$ cat config.mk
export PLATFORM = sky130hd
export DESIGN_NAME = uart_rx
export DESIGN_NICKNAME = d
export VERILOG_FILES = /design/src/rtl/uart_rx.sv
export SDC_FILE = /design/constraint.sdc
export NUM_CORES = 1
export LEC_CHECK = 0
export ABC_AREA = 1
export BUFFER_PORTS_ARGS = -buffer_cell sky130_fd_sc_hd__buf_4
export CAP_MARGIN = 30
export CORE_MARGIN = 2
export CORE_UTILIZATION = 53
export CTS_CLUSTER_SIZE = 12
export DETAILED_ROUTE_END_ITERATION = 12
export PLACE_DENSITY_LB_ADDON = 0.08
export SLEW_MARGIN = 20
export SYNTH_ARGS = -nofsm -noshare
export SYNTH_HDL_FRONTEND = slang
export SYNTH_SLANG_ARGS = --single-unit
$ cat constraint.sdc
create_clock -name clk -period 1.4 [get_ports clk]
set_input_delay 0.28 -clock clk [delete_from_list [all_inputs] [get_ports clk]]
set_output_delay 0.28 -clock clk [all_outputs]
set_load 0.05 [all_outputs]
$ cat src/rtl/uart_rx.sv
// UART 8N1 receiver: two-flop input synchronizer, mid-bit sampling state machine,
// and a sticky ready flag that holds the last good byte until the next confirmed start.
module uart_rx #(
    parameter int CLK_PER_BIT = 100
) (
    input  logic       clk,
    input  logic       rst,
    input  logic       serial_line,
    output logic       ready,
    output logic [7:0] data,
    output logic       frame_error
);

    localparam int CNT_W = $clog2(CLK_PER_BIT);
    localparam int HALF  = CLK_PER_BIT / 2;
    localparam logic [CNT_W-1:0] HALF_LAST = CNT_W'(HALF - 1);
    localparam logic [CNT_W-1:0] BIT_LAST  = CNT_W'(CLK_PER_BIT - 1);

    typedef enum logic [2:0] {
        ST_IDLE,
        ST_START,
        ST_DATA,
        ST_STOP,
        ST_BREAK
    } state_t;

    state_t           state_q, state_d;
    logic             sync1_q, sync1_d;
    logic             sync2_q, sync2_d;
    logic [CNT_W-1:0] cnt_q, cnt_d;
    logic [2:0]       idx_q, idx_d;
    logic [7:0]       shift_q, shift_d;
    logic             ready_q, ready_d;
    logic [7:0]       data_q, data_d;
    logic             ferr_q, ferr_d;
    logic             rx;

    assign rx = sync2_q;

    always_comb begin
        sync1_d = serial_line;
        sync2_d = sync1_q;
        state_d = state_q;
        cnt_d   = cnt_q;
        idx_d   = idx_q;
        shift_d = shift_q;
        ready_d = ready_q;
        data_d  = data_q;
        ferr_d  = ferr_q;

        case (state_q)
            ST_IDLE: begin
                if (!rx) begin
                    state_d = ST_START;
                    cnt_d   = '0;
                end
            end

            // Half a bit into the start bit: a line still low is a real start, otherwise a glitch.
            ST_START: begin
                if (cnt_q == HALF_LAST) begin
                    cnt_d = '0;
                    if (!rx) begin
                        ready_d = 1'b0;
                        ferr_d  = 1'b0;
                        idx_d   = 3'd0;
                        state_d = ST_DATA;
                    end else begin
                        state_d = ST_IDLE;
                    end
                end else begin
                    cnt_d = cnt_q + CNT_W'(1);
                end
            end

            ST_DATA: begin
                if (cnt_q == BIT_LAST) begin
                    cnt_d          = '0;
                    shift_d[idx_q] = rx;
                    idx_d          = idx_q + 3'd1;
                    if (idx_q == 3'd7) begin
                        state_d = ST_STOP;
                    end
                end else begin
                    cnt_d = cnt_q + CNT_W'(1);
                end
            end

            // Returning to IDLE at mid stop bit leaves half a bit to catch a back-to-back start.
            ST_STOP: begin
                if (cnt_q == BIT_LAST) begin
                    cnt_d = '0;
                    if (rx) begin
                        data_d  = shift_q;
                        ready_d = 1'b1;
                        ferr_d  = 1'b0;
                        state_d = ST_IDLE;
                    end else begin
                        ferr_d  = 1'b1;
                        state_d = ST_BREAK;
                    end
                end else begin
                    cnt_d = cnt_q + CNT_W'(1);
                end
            end

            ST_BREAK: begin
                if (rx) begin
                    state_d = ST_IDLE;
                end
            end

            default: begin
                state_d = ST_IDLE;
            end
        endcase
    end

    always_ff @(posedge clk or posedge rst) begin
        if (rst) begin
            state_q <= ST_IDLE;
            sync1_q <= 1'b1;
            sync2_q <= 1'b1;
            cnt_q   <= '0;
            idx_q   <= 3'd0;
            shift_q <= 8'h00;
            ready_q <= 1'b0;
            data_q  <= 8'h00;
            ferr_q  <= 1'b0;
        end else begin
            state_q <= state_d;
            sync1_q <= sync1_d;
            sync2_q <= sync2_d;
            cnt_q   <= cnt_d;
            idx_q   <= idx_d;
            shift_q <= shift_d;
            ready_q <= ready_d;
            data_q  <= data_d;
            ferr_q  <= ferr_d;
        end
    end

    assign ready       = ready_q;
    assign data        = data_q;
    assign frame_error = ferr_q;

endmodule

==> flow_metrics.env, run 1 <==
export IMPL_run_status="complete, but fails checks"
export IMPL_violations="setup timing"
export IMPL_clk_pin_slew_ns=0.11
export IMPL_grt_pass1_wl_um=6734
export IMPL_rsz0062_at_grt="true"
export IMPL_fillers=282
export IMPL_initial_core_util=0.5448
export IMPL_wl_per_cell_um=12.66
export IMPL_setup_violations=12
export IMPL_hold_ws_ns=0.01358
export IMPL_clock_fmax_mhz=698.4
export IMPL_start_kind="register"
export IMPL_syn_to_final_growth_pct=29.37
export IMPL_first_iter_violations=88
export IMPL_grt_pass1_vias=1489
export IMPL_drcViolationCount=0
export IMPL_final_cell_mix="nand2_1 (70), buf_4 (38), dfrtp_1 (29), nand3_1 (25), inv_1 (20)"
export IMPL_path_cells="ha_2 > inv_2 > nor2_4 > nand3_4 > nor2_4 > buf_12 > nand3_1 > nand2_1 > nand2_1"
export IMPL_fp_dieH_um=62.10
export IMPL_htreeDepth=2
export IMPL_grt_usage=0.2203
export IMPL_worst_setup_path_type="register to register"
export IMPL_cp_data_arrival_time_ns=1.68
export IMPL_rows=21
export IMPL_die_width_um=62.10
export IMPL_drive_gt1_frac=0.3259
export IMPL_yosysSeqAreaShare=0.4629
export IMPL_power_density_nw_per_um2=823.5
export IMPL_pin_count=13
export IMPL_finalPower_mw=1.906
export IMPL_gr_total_overflow=0
export IMPL_max_vdd_ir_drop_mv=0.9158
export IMPL_path_max_fanout=16
export IMPL_hold_viol=0
export IMPL_first_pass_iters=6
export IMPL_worstRegToRegCells=9
export IMPL_synth_largest_area_cell="dfrtp_1"
export IMPL_dp_cells=295
export IMPL_cts_buffer_depth=2
export IMPL_clock_sinks=33
export IMPL_final_core_util=0.7048
export IMPL_worst_pin_slew_ns=0.4030
export IMPL_min_path_type="input pin to asynchronous set/reset pin"
export IMPL_yosysWarnings=0
export IMPL_cp_slowest_cell="dfrtp_1"
export IMPL_final_common_cell="nand2_1"
export IMPL_final_max_slew_viol_count=0
export IMPL_synthesis_nets=232
export IMPL_ctsHoldBuffers=0
export IMPL_antenna_found_initial=0
export IMPL_synth_seq_cells=33
export IMPL_cts_tree="yes"
export IMPL_wirelength_um=3999
export IMPL_cts_buffers=5
export IMPL_crit_path_end_kind="register"
export IMPL_clock_latency_ns=0.35
export IMPL_max_slew_margin=0.7313
export IMPL_crit_path_max_incr_delay_ns=0.39
export IMPL_via_count=1617
export IMPL_final_nets=276
export IMPL_dieArea_sq_um=3856
export IMPL_place_ws_ns=-0.09074
export IMPL_fin_crit_sh=1.023
export IMPL_setup_ws_ns=-0.03179
export IMPL_p_leak_nw=1.236
export IMPL_critical_path_buf_inv_count=2
export IMPL_cp_required_ns=1.65
export IMPL_viasPerCell=5.117
export IMPL_dp_hpwl_um=2668
export IMPL_crit_family="simple AND/OR/NAND/NOR gates"
export IMPL_antenna_cells=0
export IMPL_io_buffers=12
export IMPL_fin_area_sq_um=2315
export IMPL_fin_setup_tns_ns=-0.1883
export IMPL_netlist_top_cells_area="dfrtp_1 (43%), nand2_1 (16%), nand3_1 (8.7%), inv_1 (4.6%), nand4_1 (4.2%)"
export IMPL_gp_congestion=0.8780
export IMPL_place_area_sq_um=2036
export IMPL_period_needed_ns=1.432
export IMPL_worst_clock_skew_ns=0.01153
export IMPL_layout_cells_non_filler=316
export IMPL_synthCells=225
export IMPL_path_depth=9
export IMPL_drv_cap=0
export IMPL_avgSynthCellArea_sq_um=7.952
export IMPL_ant_nets=0
export IMPL_syn_area_sq_um=1789
export IMPL_synth_cell_type_count=26
export IMPL_core_area_sq_um=3284
export IMPL_synth_top_area_share=0.4336
export IMPL_root_buffer="clkbuf_4"
export IMPL_grt_max_degree=34
area by class of cell:
cell class / instances / area [sq um] / share of cell area
inverter: 28 / 111.4 / 0.04811
clock buffer: 5 / 37.54 / 0.01622
tap: 46 / 57.56 / 0.02486
multi-input combinational: 161 / 895.9 / 0.3870
sequential: 33 / 830.8 / 0.3589
clock inverter: 3 / 65.06 / 0.02811
timing repair buffer: 40 / 316.6 / 0.1368
per-layer routing:
layer	part of all wire	GRT usage	vias to the layer above
li1	-	-	807
met4	0.021	0.09167	0
met3	0.040	0.05797	8
met2	0.49	0.3478	39
met5	0	0	-
met1	0.45	0.2895	763
cell usage after synthesis:
cell,count
a21oi_2,1
buf_2,2
buf_4,1
buf_6,1
clkinv_1,3
dfrtp_1,31
dfstp_2,2
ha_1,4
inv_1,22
inv_2,3
nand2_1,74
nand2_2,2
nand2_4,3
nand3_1,31
nand3_2,1
nand3_4,1
nand4_1,12
nor2_1,15
nor2_2,3
nor2_4,3
nor2_8,1
nor3_1,1
o211ai_1,2
o21ai_0,2
o21ai_1,2
xor2_1,2
worst register-to-register path, delay by kind of cell, from the launching register on:
kind | cells | cell delay, ns
simple gates | 6 | 0.55
flops | 1 | 0.39
fa+ha+maj | 1 | 0.20
buf+inv | 2 | 0.20
worst paths after layout:
check / endpoint / from / slack [ns]
min: shift_q[4]$_DFFE_PP0P_ / rst / 0.01
max in group asynchronous: rx$_DFF_PP1_ / rst / 1.05
min in group clk: sync1_q$_DFF_PP1_ / serial_line / 0.04
max: shift_q[2]$_DFFE_PP0P_ / cnt_q[0]$_DFFE_PP0P_ / -0.03
min reg2reg: rx$_DFF_PP1_ / sync1_q$_DFF_PP1_ / 0.36
max reg2reg: shift_q[2]$_DFFE_PP0P_ / cnt_q[0]$_DFFE_PP0P_ / -0.03
sequential cells by signal (all words and copies together), names as in the netlist:
signal and flops:
frame_error 1, idx_q 3, state_q 3, ready 1
rx 1, sync1_q 1, data 8, shift_q 8
cnt_q 7
what timing repair did:
action	CTS	global route
setup endpoints to repair	19	31
gates resized for setup	3	17
buffers inserted	3	9
pin swaps	4	3
cloned	1	0
cells by family after synthesis:
logic type	count (synthesis)	share of synthesized area
buffers and inverters	32	0.07483
adder cells (fa/ha/maj)	4	0.02797
AND/OR/NAND/NOR	147	0.4000
XOR/XNOR	2	0.009792
flip-flops	33	0.4629
AO/OA/AOI/OAI	7	0.02447
report_power, final:
group,internal [mW],leakage (nW),switching (mW)
logic,0.0174,0.743,0.0324
clock network,0.553,0.0552,0.343
registers,0.958,0.437,0.00252
Power figures use the tool's default switching activity.
==> inputs of run 2 (changes only) <==
CORE_UTILIZATION = 58   (was 53)
REMOVE_ABC_BUFFERS = 1   (was not set)
clock period = 1.8 ns   (was 1.4 ns; I/O delays follow)
==> flow_metrics.env, run 2 (synthesis results as in run 1) <==
export IMPL_dp_cells=269
export IMPL_p_leak_nw=1.108
export IMPL_viasPerCell=5.367
export IMPL_max_slew_margin=0.7311
export IMPL_io_buffers=12
export IMPL_final_core_util=0.6738
export IMPL_first_pass_iters=4
export IMPL_drive_gt1_frac=0.1796
export IMPL_final_max_slew_viol_count=0
export IMPL_rsz0062_at_grt="false"
export IMPL_max_vdd_ir_drop_mv=0.4730
export IMPL_cts_buffers=5
export IMPL_cp_required_ns=2.05
export IMPL_drv_cap=0
export IMPL_htreeDepth=2
export IMPL_crit_start="cnt_q[0]$_DFFE_PP0P_"
export IMPL_final_common_cell="nand2_1"
export IMPL_final_cell_mix="nand2_1 (74), nand3_1 (31), dfrtp_1 (31), inv_1 (22)"
export IMPL_die_width_um=59.54
export IMPL_via_count=1492
export IMPL_grt_pass1_wl_um=6051
export IMPL_setup_violations=0
export IMPL_initial_core_util=0.5958
export IMPL_syn_to_final_growth_pct=13.08
export IMPL_core_area_sq_um=3003
export IMPL_grt_usage=0.2325
export IMPL_dp_hpwl_um=2497
export IMPL_worst_setup_path_type="register to register"
export IMPL_first_iter_violations=85
export IMPL_path_max_fanout=8
export IMPL_start_kind="register"
export IMPL_timing_rr_start="cnt_q[0]$_DFFE_PP0P_"
export IMPL_rows=20
export IMPL_clk_pin_slew_ns=0.10
export IMPL_clock_sinks=33
export IMPL_antenna_cells=0
export IMPL_root_buffer="clkbuf_4"
export IMPL_period_needed_ns=1.655
export IMPL_drcViolationCount=0
export IMPL_wl_met1_um=1561
export IMPL_final_nets=251
export IMPL_fin_crit_sh=0.9197
export IMPL_cts_buffer_depth=2
export IMPL_antenna_found_initial=0
export IMPL_clock_latency_ns=0.34
export IMPL_clock_fmax_mhz=604.1
export IMPL_run_status="finished clean"
export IMPL_ant_nets=0
export IMPL_pin_count=13
export IMPL_wirelength_um=3463
export IMPL_wl_met3_um=205
export IMPL_cp_data_arrival_time_ns=1.90
export IMPL_cts_tree="yes"
export IMPL_hold_viol=0
export IMPL_worst_clock_skew_ns=0.005744
export IMPL_fin_setup_tns_ns=0
export IMPL_power_density_nw_per_um2=723.7
export IMPL_postCtsSetupBuffers=0
export IMPL_dieArea_sq_um=3545
export IMPL_gr_total_overflow=0
export IMPL_wl_met2_um=1621
export IMPL_wl_per_cell_um=12.46
export IMPL_layout_cells_non_filler=278
export IMPL_highest_signal_layer="met4"
export IMPL_grt_max_degree=34
export IMPL_gp_congestion=0.8835
export IMPL_min_path_type="input pin to asynchronous set/reset pin"
export IMPL_fp_dieH_um=59.54
export IMPL_grt_pass1_vias=1421
export IMPL_crit_path_end_kind="register"
export IMPL_worst_pin_slew_ns=0.4034
run 2: metal layers:
layer,up-vias,GRT usage
li1,773,-
met1,662,0.2835
met2,48,0.3595
met3,9,0.06769
met4,0,0.1460
met5,-,0
run 2: area by class of cell:
| class | count | area, sq um |
|---|---|---|
| repair buffers | 15 | 112.6 |
| well taps | 33 | 41.29 |
| multi-input cells | 161 | 833.3 |
| clock buffers | 5 | 37.54 |
| flip-flops and latches | 33 | 828.3 |
| inverters | 28 | 105.1 |
| clock inverters | 3 | 65.06 |
| fillers | 244 | 979.7 |
run 2: where the power goes:
group	internal [mW]	total (mW)	switching, mW
logic	0.00723	0.0295	0.0222
clock network	0.430	0.688	0.259
registers	0.745	0.746	0.00119
total	1.18	1.46	0.282
run 2: through the flow:
step                      power, mW  setup WS, ns  hold slack (ns)  area [sq um]
after floorplan              0.7785        0.3763           0.3452          1760
after global placement       0.7902        0.2837           0.3490          1914
after detailed placement     0.7912        0.1848           0.3490          1914
after CTS                     1.483        0.1604          0.09118          2017
after global routing          1.518       0.03220          0.08784          2023
final                         1.464        0.1445          0.09265          2023
run 2: path summary, 6_finish.rpt:
path,to,slack (ns),cells after the start
min in group clk,sync1_q$_DFF_PP1_,0.12,1
max,shift_q[6]$_DFFE_PP0P_,0.14,8
min reg2reg,rx$_DFF_PP1_,0.36,0
min,data[0]$_DFFE_PP0P_,0.09,3
max in group asynchronous,sync1_q$_DFF_PP1_,1.38,3
max reg2reg,shift_q[6]$_DFFE_PP0P_,0.14,8
run 2: what timing repair did:
action	4_1_cts	5_1_grt
gates resized for setup	0	0
setup endpoints to repair	0	1
hold buffers	0	0
run 2: worst max-delay path: stages, from the launching register on:
cell,delay (ns)
dfrtp_1,0.43
ha_1,0.23
inv_1,0.06
nor2_2,0.13
nand3_4,0.16
nor2_2,0.30
nand3_1,0.12
nand2_1,0.07
nand2_1,0.04
==> inputs of run 3 (changes only) <==
ABC_AREA = not set   (was 1)
==> flow_metrics.env, run 3 <==
export IMPL_run_status="finished clean"
export IMPL_worst_setup_path_type="register to register"
export IMPL_clock_sinks=33
export IMPL_first_iter_violations=34
export IMPL_gp_congestion=0.7832
export IMPL_synth_most_common_cell="dfrtp_1"
export IMPL_grt_pass1_wl_um=5416
export IMPL_synth_seq_cells=33
export IMPL_synthCells=144
export IMPL_clk_pin_slew_ns=0.09
export IMPL_wirelength_um=3181
export IMPL_final_core_util=0.7278
export IMPL_worst_pin_slew_ns=0.4080
export IMPL_antenna_found_initial=0
export IMPL_yosysWarnings=0
export IMPL_clock_fmax_mhz=570.5
export IMPL_rows=19
export IMPL_ctsHoldBuffers=0
export IMPL_gr_total_overflow=0
export IMPL_synth_largest_area_cell="dfrtp_1"
export IMPL_multi_input_area_sq_um=850.8
export IMPL_root_buffer="clkbuf_4"
export IMPL_pin_count=13
export IMPL_yosysSeqAreaShare=0.4878
export IMPL_final_nets=181
export IMPL_regArea_sq_um=829.5
export IMPL_htreeDepth=2
export IMPL_io_buffers=12
export IMPL_hold_viol=0
export IMPL_final_common_cell="dfrtp_1"
export IMPL_cts_buffers=5
export IMPL_dieArea_sq_um=3376
export IMPL_crit_path_end_kind="register"
export IMPL_fin_crit_sh=0.9738
export IMPL_synth_cell_type_count=38
export IMPL_drcViolationCount=0
export IMPL_drv_cap=0
export IMPL_min_path_type="input pin to asynchronous set/reset pin"
export IMPL_cts_buffer_depth=2
export IMPL_initial_core_util=0.6157
export IMPL_avgSynthCellArea_sq_um=11.79
export IMPL_wl_per_cell_um=15.44
export IMPL_cp_required_ns=2.01
export IMPL_dp_hpwl_um=2146
export IMPL_period_needed_ns=1.753
export IMPL_fillers=193
export IMPL_syn_area_sq_um=1698
export IMPL_netlist_top_cells_area="dfrtp_1 (46%), mux2_4 (7.1%), mux2_2 (5.3%), nor2_1 (3.8%), dfstp_2 (3.1%)"
export IMPL_synth_flop_cell="dfrtp_1"
export IMPL_fin_area_sq_um=2007
export IMPL_fp_dieH_um=58.11
export IMPL_via_count=1176
export IMPL_antenna_cells=0
export IMPL_power_density_nw_per_um2=595.3
export IMPL_p_leak_nw=0.9301
export IMPL_clock_latency_ns=0.33
export IMPL_path_max_fanout=7
export IMPL_layout_cells_non_filler=206
export IMPL_start_kind="register"
export IMPL_grt_usage=0.2154
export IMPL_max_slew_margin=0.7280
export IMPL_core_area_sq_um=2758
export IMPL_synth_commonest_cells="dfrtp_1 (31), nor2_1 (17), nand2_1 (10)"
export IMPL_final_max_slew_viol_count=0
export IMPL_grt_pass1_vias=1160
export IMPL_syn_to_final_growth_pct=18.20
export IMPL_cp_data_arrival_time_ns=1.96
export IMPL_setup_violations=0
export IMPL_grt_max_degree=34
export IMPL_synth_top_area_share=0.4569
export IMPL_final_cell_mix="dfrtp_1 (30), buf_4 (28), nor2_1 (17), nand2_1 (10)"
export IMPL_cts_tree="yes"
export IMPL_synthArstFlopShare=1.000
export IMPL_die_width_um=58.11
export IMPL_viasPerCell=5.709
export IMPL_drive_gt1_frac=0.3829
export IMPL_ant_nets=0
export IMPL_worst_clock_skew_ns=0.008017
export IMPL_dp_cells=197
export IMPL_max_vdd_ir_drop_mv=0.5590
export IMPL_first_pass_iters=4
export IMPL_place_area_sq_um=1901
export IMPL_synth_edff_count=0
## run 3: cell types whose count changed in the layout (fill, tap and decap cells not counted), sizes merged, moves of 5 or more
cell,delta
nor3b,+5
nor4,+5
nand2,-69
xnor2,+6
nand3,-31
nand4,-10
mux2,+17
buf,+13
nor2,-5
inv,-20
## run 3: cell type report
class	count	area share
multi-input combinational	101	0.4239
timing repair buffer	28	0.1047
inverter	5	0.009352
tap	31	0.01933
sequential	33	0.4133
clock buffer	8	0.02930
## run 3: repair_timing
item | CTS | global route
pin swaps | 3 | 4
resized for setup | 2 | 8
gates cloned | 1 | 0
buffers inserted | 0 | 1
endpoints found under the setup margin | 15 | 23
## run 3: power by group
group          switching (mW)  internal (mW)  total, mW  leakage, nW
registers             0.00603          0.745      0.751        0.438
clock network           0.231          0.193      0.424       0.0326
logic                  0.0149        0.00514     0.0200        0.460
total                   0.252          0.943       1.19        0.930
## run 3: path summary, 6_finish.rpt
check / startpoint / end / slack (ns) / depth (start not counted)
hold reg to reg: sync1_q$_DFF_PP1_ / rx$_DFF_PP1_ / 0.36 / 0
hold / removal: rst / data[5]$_DFFE_PP0P_ / 0.11 / 3
max in group asynchronous: rst / rx$_DFF_PP1_ / 1.35 / 3
min in group clk: serial_line / sync1_q$_DFF_PP1_ / 0.14 / 1
setup / recovery: cnt_q[2]$_DFFE_PP0P_ / data[0]$_DFFE_PP0P_ / 0.05 / 4
setup reg to reg: cnt_q[2]$_DFFE_PP0P_ / data[0]$_DFFE_PP0P_ / 0.05 / 4
## run 3: cells by family (layout without fill, tap and decap cells)
kind of cell	Yosys count	after routing	share of synthesized area
muxes	17	17	0.1304
buffers and inverters	11	41	0.03832
AOI/OAI and AO/OA	14	14	0.07516
DFF	33	33	0.4878
adders and majority gates	4	4	0.02948
and+or+nand+nor	59	60	0.2078
xor gates and xnor gates	6	6	0.03095
## run 3: layer usage
layer | vias to the layer above | global-route usage | share of wire
met5 | - | 0 | 0
met1 | 574 | 0.2868 | 0.47
met2 | 27 | 0.3393 | 0.47
met4 | 0 | 0.04983 | 0.0088
met3 | 4 | 0.07813 | 0.045
li1 | 571 | - | -
## run 3: stage by stage
stage | TNS (ns) | worst slack [ns] | hold WS (ns) | power, mW
after floorplan | -0.8874 | -0.1109 | 0.3452 | 0.7747
after global placement | 0 | 0.003725 | 0.3490 | 0.7852
after detailed placement | -0.2149 | -0.02932 | 0.3475 | 0.7860
after CTS | 0 | 0.01294 | 0.1186 | 1.210
after global routing | -0.003278 | -0.003278 | 0.1100 | 1.244
final | 0 | 0.04708 | 0.1134 | 1.195
## run 3: critical path, stage by stage (launching register included)
cell	delay (ns)
dfrtp_1	0.38
or3b_4	0.48
nor2_4	0.16
and4_4	0.31
mux2_4	0.31
